### src/rtl/hs_arb_pkg.sv
// hs_arb_pkg: default sizes and index helpers shared by the round-robin arbiter
package hs_arb_pkg;
    localparam int NUM_REQ_DEF    = 4;
    localparam int WORD_WIDTH_DEF = 32;
    localparam int ID_WIDTH_DEF   = 2;
    function automatic int clog2(input int value);
        int r = 0;
        while ((1 << r) < value) r++;
        return r;
    endfunction
    function automatic int next_ptr(input int id, input int num);
        return (id >= num - 1) ? 0 : id + 1;
    endfunction
endpackage

### src/rtl/rr_pick.sv
// rr_pick: combinational round-robin pick, first requester at or after ptr wins
module rr_pick #(
    parameter int NUM_REQ  = 4,
    parameter int ID_WIDTH = 2
) (
    input  logic [NUM_REQ-1:0]  req,
    input  logic [ID_WIDTH-1:0] ptr,
    output logic [NUM_REQ-1:0]  grant,
    output logic [ID_WIDTH-1:0] grant_id,
    output logic                any
);
    logic [NUM_REQ-1:0] rot;
    assign rot = NUM_REQ'({req, req} >> ptr);
    always_comb begin
        grant_id = '0;
        any      = 1'b0;
        for (int j = NUM_REQ - 1; j >= 0; j--) begin
            if (rot[j]) begin
                any      = 1'b1;
                grant_id = ID_WIDTH'((int'(ptr) + j) % NUM_REQ);
            end
        end
        grant = any ? (NUM_REQ'(1) << grant_id) : '0;
    end
endmodule

### src/rtl/hs_rr_arbiter.sv
// hs_rr_arbiter: round-robin valid/ready mux with bubble-free output register; HS_RR_ARB_LAST_LOCK_EN adds packet locking
module hs_rr_arbiter
    import hs_arb_pkg::*;
#(
    parameter int NUM_REQ    = NUM_REQ_DEF,
    parameter int WORD_WIDTH = WORD_WIDTH_DEF,
    parameter int ID_WIDTH   = ID_WIDTH_DEF
) (
    input  logic                          clk,
    input  logic                          rst_n,
    input  logic [NUM_REQ-1:0]            up_valid,
    input  logic [NUM_REQ*WORD_WIDTH-1:0] up_data,
    output logic [NUM_REQ-1:0]            up_ready,
    output logic                          down_valid,
    output logic [WORD_WIDTH-1:0]         down_data,
    output logic [ID_WIDTH-1:0]           down_id,
    input  logic                          down_ready
`ifdef HS_RR_ARB_LAST_LOCK_EN
    ,
    input  logic [NUM_REQ-1:0]            up_last,
    output logic                          down_last
`endif
);
    if (ID_WIDTH < clog2(NUM_REQ)) begin : g_id_width_check
        $error("hs_rr_arbiter: ID_WIDTH too narrow for NUM_REQ");
    end
    logic                  stage_ready, accept, any, last;
    logic [NUM_REQ-1:0]    req, grant;
    logic [ID_WIDTH-1:0]   grant_id, rr_ptr_q, rr_ptr_d, down_id_q, down_id_d;
    logic [WORD_WIDTH-1:0] win_data, down_data_q, down_data_d;
    logic                  down_valid_q, down_valid_d;
`ifdef HS_RR_ARB_LAST_LOCK_EN
    logic                  lock_q, lock_d, down_last_q, down_last_d;
    logic [ID_WIDTH-1:0]   lock_id_q, lock_id_d;
    // a locked packet owner is the only eligible requester, even while idle
    assign req  = lock_q ? (up_valid & (NUM_REQ'(1) << lock_id_q)) : up_valid;
    assign last = |(up_last & grant);
    assign down_last = down_last_q;
`else
    assign req  = up_valid;
    assign last = 1'b1;
`endif
    rr_pick #(.NUM_REQ(NUM_REQ), .ID_WIDTH(ID_WIDTH)) u_pick (
        .req      (req),
        .ptr      (rr_ptr_q),
        .grant    (grant),
        .grant_id (grant_id),
        .any      (any)
    );
    assign stage_ready = down_ready | ~down_valid_q;
    assign accept      = stage_ready & any;
    assign up_ready    = grant & {NUM_REQ{stage_ready & rst_n}};
    assign down_valid  = down_valid_q;
    assign down_data   = down_data_q;
    assign down_id     = down_id_q;
    always_comb begin
        win_data = '0;
        for (int i = 0; i < NUM_REQ; i++)
            win_data |= up_data[i*WORD_WIDTH +: WORD_WIDTH] & {WORD_WIDTH{grant[i]}};
    end
    always_comb begin
        down_valid_d = accept | (down_valid_q & ~down_ready);
        down_data_d  = accept ? win_data : down_data_q;
        down_id_d    = accept ? grant_id : down_id_q;
        rr_ptr_d     = (accept & last) ? ID_WIDTH'(next_ptr(int'(grant_id), NUM_REQ)) : rr_ptr_q;
`ifdef HS_RR_ARB_LAST_LOCK_EN
        lock_d       = accept ? ~last : lock_q;
        lock_id_d    = accept ? grant_id : lock_id_q;
        down_last_d  = accept ? last : down_last_q;
`endif
    end
    always_ff @(posedge clk) begin
        if (!rst_n) begin
            down_valid_q <= 1'b0;
            down_data_q  <= '0;
            down_id_q    <= '0;
            rr_ptr_q     <= '0;
`ifdef HS_RR_ARB_LAST_LOCK_EN
            lock_q       <= 1'b0;
            lock_id_q    <= '0;
            down_last_q  <= 1'b0;
`endif
        end else begin
            down_valid_q <= down_valid_d;
            down_data_q  <= down_data_d;
            down_id_q    <= down_id_d;
            rr_ptr_q     <= rr_ptr_d;
`ifdef HS_RR_ARB_LAST_LOCK_EN
            lock_q       <= lock_d;
            lock_id_q    <= lock_id_d;
            down_last_q  <= down_last_d;
`endif
        end
    end
endmodule

### config.mk
export PLATFORM = sky130hd
export DESIGN_NAME = hs_rr_arbiter
export DESIGN_NICKNAME = d
export VERILOG_FILES = /design/src/rtl/hs_arb_pkg.sv /design/src/rtl/rr_pick.sv /design/src/rtl/hs_rr_arbiter.sv
export SDC_FILE = /design/constraint.sdc
export NUM_CORES = 1
export LEC_CHECK = 0
export ABC_AREA = 1
export CORE_UTILIZATION = 39
export DETAILED_ROUTE_END_ITERATION = 16
export PLACE_DENSITY = 0.81
export SLEW_MARGIN = 20
export SYNTH_ARGS = -nofsm -noshare
export SYNTH_HDL_FRONTEND = slang
export SYNTH_HIERARCHICAL = 1
export SYNTH_SLANG_ARGS = --single-unit
### constraint.sdc
create_clock -name clk -period 2.3 [get_ports clk]
set_input_delay 0.46 -clock clk [delete_from_list [all_inputs] [get_ports clk]]
set_output_delay 0.46 -clock clk [all_outputs]
set_load 0.02 [all_outputs]
* Word level (Yosys, flattened, before mapping) *
Cells that the tools add are included.

word-level totals
  register bits = 37
  input bits = 135
  output and inout port bits = 39
  word-level logic and storage cells = 36

cells by class
  add/subtract/negate cells = 4
  magnitude comparators = 1
  shift operators = 2
  mux-type cells = 10
  bitwise logic cells = 15

operator list
  operator             number
  $and 32x32->32       4
  $or 32x32->32        3
  $mux 2               5
  $shr 8x2->4          1
  $add 2x1->2 const B  2
  $add 2x2->2 const B  2
  $and 4x4->4          1
  $mux 1               4
  $mux 4               1
  $shl 1x2->4 const A  1
  $and 1x1->1          3
  $ge 2x2->1 const B   1
  $not 1->1            2
  $or 1x1->1           2

* Longest topological paths before layout *
  depth in word-level cells = 11
  gate-level depth with buffers = 19
  gate-level depth less buffers = 16

* By module *
The synthesis kept the hierarchy.

modules (own cells, without submodules)
  module         times used  cells each  area each (µm²)  sequential area each (µm²)
  hs_rr_arbiter  1           541         2798.9           740.7
  rr_pick        1           58          305.3            0.0

* Worst setup path after synthesis *
OpenSTA, ideal clock, no wires.

  kind = input port to output port
  start = input up_valid[0]
  end = output up_ready[2]
  arrival time = 1713 ps
  data required time = 1840 ps
  path slack = 127 ps
  stages = 13
  buffers on the path = 2
  cells stage by stage = inv_1 > nand2_4 > nand3_1 > nand2_1 > nand2_1 > nand2_1 > nand2_2 > nand2_2 > nor2_1 > buf_4 > buf_6 > inv_1 > nor2_1

on the way
  cells in the longest elaborated chain, start to end = 8
  elaborated cells between the ends (all ways) = 12
  those cells by class = shift: 2; mux: 9; bitwise: 1

ends and longest elaborated chain
  element                line                 text
  from (decl)            hs_rr_arbiter.sv:11  input logic [NUM_REQ-1:0] up_valid,
  $shr 8x2->4 (*)        rr_pick.sv:13        assign rot = NUM_REQ'({req, req} >> ptr);
  $mux 2 (3 in a row)    rr_pick.sv:18        if (rot[j]) begin
  $mux 2 (*)             rr_pick.sv:18
  named net grant_id[0]  hs_rr_arbiter.sv:29  logic [ID_WIDTH-1:0] grant_id, rr_ptr_q, rr_ptr_d, down_id_q, down_id_d;
  $shl 1x2->4 (*)        rr_pick.sv:23        grant = any ? (NUM_REQ'(1) << grant_id) : '0;
  $mux 4 (*)             rr_pick.sv:23
  named net grant[2]     hs_rr_arbiter.sv:28  logic [NUM_REQ-1:0] req, grant;
  $and 4x4->4 (*)        hs_rr_arbiter.sv:52  assign up_ready = grant & {NUM_REQ{stage_ready & rst_n}};
  to (decl)              hs_rr_arbiter.sv:13  output logic [NUM_REQ-1:0] up_ready,

Mark *: on every way through the listed nets, which the timed path passes. The rest lies on a longest branch.

* Final worst setup path *
  start = register rr_ptr_q[0]
  end = output up_ready[2]

on the way
  cells in the longest elaborated chain, start to end = 8
  elaborated cells between the ends (all ways) = 15
  those cells by class = add/sub: 3; shift: 2; mux: 9; bitwise: 1

ends and longest elaborated chain
  element                                            line                          text
  from (decl)                                        hs_rr_arbiter.sv:29
  from (signal assigned)                             hs_rr_arbiter.sv:87           rr_ptr_q <= rr_ptr_d;
  $add 2x2->2 / $shr 8x2->4 (equally long branches)  rr_pick.sv:20, rr_pick.sv:13
  $mux 2 (4 in a row)                                rr_pick.sv:18
  $shl 1x2->4                                        rr_pick.sv:23
  $mux 4 (*)                                         rr_pick.sv:23
  named net grant[2]                                 hs_rr_arbiter.sv:28
  $and 4x4->4 (*)                                    hs_rr_arbiter.sv:52

Marks and branches as above.

==> metrics.md <==
| Metric | Value |
|---|---|
| DR pass1 iterations | 4 |
| Max FO, Critical Path | 7 |
| Req. time, crit path | 1.84 ns |
| Post-Route WL | 9.02 mm |
| Clk Latency, worst-skew pair | between 0.2 and 0.3 ns |
| Crit path launch type | register |
| CTS Buf Count | 5 |
| Cells on worst reg2reg path | 17 |
| Seq/Total Area, Yosys | 0.239 |
| Max-cap viol count | 0 |
| CP Data Arrival Time | approximately 1.8 ns |
| Antenna-violating nets left | 0 |
| Synth top cells by count | nand2_1 (297), inv_1 (110), nor2_1 (79), dfxtp_1 (37), nand2_2 (19) |
| Antenna cells | 0 |
| M1 WL | 3.66 mm |
| Yosys top cell by area | nand2_1 |
| Synth Register Bits | 37 |
| Min-Delay Path Class | reg -> reg |
| Synth unique cells | 19 |
| Clock root cell | clkbuf_8 |
| Sequential power share | 0.164 |
| Multi-input logic area | 0.00178 mm2 |
| Share of layout cells above drive strength 1 | 0.100 |
| Core area | a little under 0.008 mm2 |
| Comb power frac | 0.767 |
| Min Clock Period, post-route | 2.29 ns |
| Detail Route met2 WL | 4.59 mm |
| Switching share of power | 0.514 |
| CTS sink cnt | 37 |
| Worst Hold End | down_id[0]$_SDFFE_PN0P_ |
| Dpl hpwl | around 6.9 mm |
| R2r endpoint | down_data[9]$_SDFFE_PN0P_ |
| H-tree lvl count | 2 |
| Iter 0 DRT Violations | 105 |
| Final setup viols | 0 |
| Post-route cell area | 0.00505 mm2 |
| Clock Pin Slew Worst Setup and Hold Paths | 0.07 ns |
| Met3 WL | 579 um |
| Syn Nets | 735 |
| CP Class | reg -> out |
| Final slew viol count | 0 |
| Initial antenna violation count | 0 |
| Grt ovf | 0 |
| RSZ-0062 raised after global routing | yes |
| Syn Area/Cell | 5.18 um2 |
| Gpl congestion | 0.896 |
| Largest net degree at the start of global routing | 41 |
| Reg2Reg Setup Slack | around 0.12 ns |
| Fill cells | 740 |
| Most frequent cell after synthesis | nand2_1 |
| Worst setup EP type | primary output |
| Vias | 3732 |
| P&R area growth vs syn | 62.7% |
| Die width | 91.2 um |
| Max Root-Sink Buffers | 2 |
| Fmax | 0.437 GHz |
| DRC Markers | 0 |
| Setup TNS | 0 ns |
| PortBufs | 173 |
| Ys flop type | dfxtp_1 |
| Pwr Density | 1230 mW/mm2 |
| Mapped cell area | 0.00310 mm2 |
| Top cells by area, synth | nand2_1 (36%), dfxtp_1 (24%), inv_1 (13%) |
| Hold slack | 0.498 ns |
| Starting Density | 0.402 |
| Yosys top cell area share | 0.359 |
| Number of global-route vias before repair | 3450 |
| Fraction of registers with async set/reset | 0 |
| Worst hold path depth | 2 |
| Register Area | between 700 and 800 um2 |
| Row cnt | 32 |
| Hold Vio Cnt, Final | 0 |
| Clk pwr share | 0.069 |
| Slew @ Worst Pin | about 0.42 ns |
| Wire per inst | 10.3 um |
| # nets final | 905 |
| Number of synthesized flops with an enable pin | 0 |
| Cell Int Power | 3.02 mW |
| Clock skew | 0.00303 ns |
| Outcome | completed |
| VDD IR-drop max | a little over 0.001 V |
| Syn Inst Count | 599 |
| Synth Warn # | 6 |
| First-pass GRT wire length | around 15 mm |
| Max_slew headroom | 0.718 |
| Die Height | slightly above 90 um |
| Non-Filler Instances | 872 |
| Die area | 0.00832 mm2 |
| Placed Cells | roughly 860 |
| Dpl cell area | around 0.005 mm2 |
| Vias per std cell | 4.28 |
| Hold_sp | down_id[0]$_SDFFE_PN0P_ |
| Top Layer Used | met4 |
| Worst R2R Start | rr_ptr_q[0]$_SDFFE_PN0P_ |
| CTS tree | yes |
| Psw | 3.20 mW |
| IO Pins | 174 |
| Leak | ~2.6 nW |
| All-Layer GR Usage | 0.220 |
| Final worst path period share | 0.995 |
[layer usage]
layer,vias up,track usage
met5,-,0
met1,1562,0.240
met2,136,0.421
li1,2018,-
met4,0,0.0701
met3,16,0.0452
[layout make-up]
class | count | area share
clock buffer | 8 | 0.0159
inverter | 114 | 0.0862
sequential | 37 | 0.147
tap | 102 | 0.0253
timing repair buffer | 191 | 0.373
multi-input combinational | 420 | 0.352
[timing repair]
item | 4_1_cts | 5_1_grt
buffers inserted | 1 | 0
pin swaps | 3 | 8
resized for setup | 31 | 18
endpoints found under the setup margin | 16 | 12
hold buffers | 0 | 0
[how the worst max path moves through the flow]
| stage | from | to | slack, ns | depth (start not counted) |
|---|---|---|---|---|
| floorplan | up_valid[0] | up_ready[2] | 0.13 | 13 |
| global placement | up_valid[1] | up_ready[3] | -0.58 | 14 |
| detailed placement | up_valid[3] | up_ready[1] | -0.67 | 14 |
| CTS | rr_ptr_q[0]$_SDFFE_PN0P_ | up_ready[2] | 0.004 | 13 |
| global route | rr_ptr_q[0]$_SDFFE_PN0P_ | up_ready[0] | -0.1 | 13 |
| finish | rr_ptr_q[0]$_SDFFE_PN0P_ | up_ready[2] | 0.01 | 13 |
[logic make-up (layout without fill, tap and decap cells)]
group	after synthesis	after routing	share of synthesized area
AO/OA/AOI/OAI	6	6	0.0117
adder cells (fa/ha/maj)	1	1	0.00403
buffers and inverters	142	313	0.214
flip-flops	37	37	0.239
AND/OR/NAND/NOR	413	413	0.532
[stage by stage]
stage	util	setup WS [ns]	total power, mW
2_1_floorplan	-	0.127	4.48
3_3_place_gp	0.633	-0.583	5.54
3_5_place_dp	0.633	-0.670	5.67
4_1_cts	0.645	0.00415	6.15
5_1_grt	0.653	-0.0972	6.93
6_report	0.653	0.0109	6.21
[power groups by stage]
stage | sequential, mW | clock (mW) | combinational [mW]
floorplan | 1.31 | 0 | 3.17
global placement | 1.02 | 0 | 4.52
detailed placement | 1.03 | 0 | 4.64
CTS | 1.02 | 0.446 | 4.68
global route | 1.05 | 0.475 | 5.40
finish | 1.02 | 0.429 | 4.77
[registers in the layout, indices dropped and copies added, names as in the netlist]
signal	flops
down_data	32
down_id	2
rr_ptr_q	2
down_valid	1
[critical path, cell delays in order, from the launching register on]
cell,delay [ns]
dfxtp_2,0.35
buf_12,0.13
inv_8,0.05
nand2_4,0.07
nand3_4,0.07
nand2_2,0.09
nand2_2,0.07
nor2_4,0.16
o21ai_4,0.09
buf_6,0.12
nor2_4,0.09
inv_2,0.03
nor2_1,0.07
buf_4,0.14
[cells in the final DEF (no fill, tap or decap), drive strengths merged]
cell / Yosys / layout
nand2: 317 / 317
clkdlybuf4s50: 0 / 165
inv: 114 / 114
nor2: 86 / 86
dfxtp: 37 / 37
buf: 27 / 22
nand3: 10 / 10
clkbuf: 1 / 8
o21ai: 5 / 5
dlygate4sd2: 0 / 3
a21boi: 1 / 1
ha: 1 / 1
clkdlybuf4s15: 0 / 1
Note: power is estimated with default switching activity, not from simulation.
==> patch (same settings) <==
Change the package constant `WORD_WIDTH_DEF` from 32 to 16.
--- a/src/rtl/hs_arb_pkg.sv
+++ b/src/rtl/hs_arb_pkg.sv
@@ -2,5 +2,5 @@
 package hs_arb_pkg;
     localparam int NUM_REQ_DEF    = 4;
-    localparam int WORD_WIDTH_DEF = 32;
+    localparam int WORD_WIDTH_DEF = 16;
     localparam int ID_WIDTH_DEF   = 2;
     function automatic int clog2(input int value);
Interface: changed (resized down_data and up_data); port bits go from 174 to 94. No check against the original RTL was run, so the function may have changed too.
==> patch against the original RTL <==
- the run now ends with design-rule violations, negative setup slack left
- power decreased by 38%
- sequential cell count down 16
- die area decreased by 39%
- worst setup slack got worse by 0.038 ns
- largest power group unchanged
- sequential share of layout area is 0.92 points lower
- cell area decreased by 39%
- synthesized area is 40% lower
- wire length shrank 38%
==> patch: results (changes against the original RTL) <==
- The distinct cell type count of the synthesized netlist is 20 (+1).
- The post-CTS resize count is 29 (-6.5%).
- The DRC violation total after the first TritonRoute iteration was 119 (+13%).
- The actual transition at the worst max-transition pin is 0.258 ns (-0.165 ns).
- The final weighted congestion in routability-driven placement is 0.927 (+3.5%).
- Ranked by instance count, the synthesized netlist is headed by 153 x sky130_fd_sc_hd__nand2_1, 63 x sky130_fd_sc_hd__inv_1, 47 x sky130_fd_sc_hd__nor2_1, 21 x sky130_fd_sc_hd__dfxtp_1, 18 x sky130_fd_sc_hd__nand2_2.
- The final net count was 517 (-43%).
- The total design power is 3.88 mW (-38%).
- The reported combinational group power is 3.04 mW (-36%).
- The number of buffer cells added on primary ports is 93 (-46%).
- The clock network latency to the later pin of the worst-skew pair is 0.26 ns (-0.02 ns).
- The flow ran to the end, but the final reports show violations.
- The post-synthesis net count came to 418 (-43%).
- The final-layout setup total negative slack is -0.0272 ns (-0.0272 ns).
- The checks that failed: design-rule violations, negative setup slack.
- The worst setup slack after layout is -0.0272 ns (-0.0381 ns).
- The final clock skew is 0.00257 ns (-0.000460 ns).
- Grouping stages by cell kind, the critical path spends the most delay in buffers and inverters.
- The number of levels the H-tree was split into is 1 (-1).
- The power consumed by the clock network is 0.243 mW (-43%).
- The static leakage power is 1.59 nW (-40%).
- The flip-flop count of the largest register after layout is 16 (-50%).
- Ranked by total cell area, the synthesized netlist is headed by sky130_fd_sc_hd__nand2_1 31%, sky130_fd_sc_hd__dfxtp_1 22%, sky130_fd_sc_hd__inv_1 13%, sky130_fd_sc_hd__nor2_1 9.4%, sky130_fd_sc_hd__nand2_2 6.0%.
- The critical path startpoint is rr_ptr_q[0]$_SDFFE_PN0P_.
- The critical path launch point type is a flop.
- The placed wire-length estimate was 4110 microns (-40%).
- The total routing usage reported by global routing is 20.2% (-1.8 points).
- The maximum net fanout on the critical path is 8 (+1).
- The standard cell with the maximum stage delay on the critical path is sky130_fd_sc_hd__dfxtp_2.
- The first-pass GRT wire length was 8220 microns (-45%).
- The average wire per cell in the routed design is 11.3 microns (+9.3%).
- The number of inserted diodes is 0 (unchanged).
- The post-CTS setup buffer count is 1 (unchanged).
- The maximum number of pins on one net before global-route repair came to 21 (-49%).
- The switching share of power came to 52.2% (+0.81 points).
- The average via count per standard cell is 4.33 (+1.1%).
- The peak supply drop is 0.00117 V (+13%).
- The number of CTS-inserted buffers is 3 (-2).
- The number of global-route vias before repair is 1858 (-46%).
- The data arrival time of the critical path is 1.87 ns (+0.04 ns).
- The share of cells above drive strength 1 is 18.5% (+8.5 points).
- The detailed-router iteration count before antenna repair came to 10 (+6).
- The number of design rule violations left after detail routing is 3 (+3).
- The final count of negative-setup-slack endpoints is 1 (+1).
- The sequential-to-total area share from yosys stat is 22.4% (-1.4 points).
==> patch: stage by stage <==
step / setup WS [ns] / cell area (sq um) / utilization, % / cells
final: -0.0272 / 3090 / 69.0 / 496
after global routing: -0.122 / 3090 / 69.0 / 496
after CTS: 0.0384 / 2900 / 64.7 / 495
after detailed placement: -0.648 / 2840 / 63.5 / 490
after global placement: -0.583 / 2840 / 63.5 / 490
after floorplan: 0.129 / 1870 / - / 346
==> patch: routing by layer <==
| layer | wire (microns) | global-route usage [%] | share of wire, % |
|---|---|---|---|
| met5 | 0 | 0 | 0 |
| met2 | 3000 | 36.5 | 53 |
| met1 | 2450 | 26.0 | 44 |
| met3 | 118 | 1.13 | 2.1 |
| met4 | 40 | 5.56 | 0.71 |
==> patch: layout make-up <==
cell class              instances  area, sq um
inverters                      67          269
fillers                       396         1390
well taps                      52         65.1
multi-input cells             244         1230
clock buffers                   3         41.3
repair buffers                108         1050
clock inverters                 1         5.00
flip-flops and latches         21          425
==> patch: final timing paths <==
path | to | slack [ns] | depth (start not counted)
worst min-delay path | down_id[0]$_SDFFE_PN0P_ | 0.50 | 2
worst min register to register | down_id[0]$_SDFFE_PN0P_ | 0.50 | 2
worst max-delay path | up_ready[1] | -0.03 | 13
worst max register to register | down_data[15]$_SDFFE_PN0P_ | 0.30 | 17
==> patch: cells by family (layout without fill, tap and decap cells) <==
logic type | after synthesis | after routing | share of synthesized area [%]
AO/OA/AOI/OAI | 6 | 6 | 1.80
buffers and inverters | 81 | 179 | 21.8
adder cells (fa/ha/maj) | 1 | 1 | 0.667
AND/OR/NAND/NOR | 237 | 237 | 53.3
flip-flops | 21 | 21 | 22.4
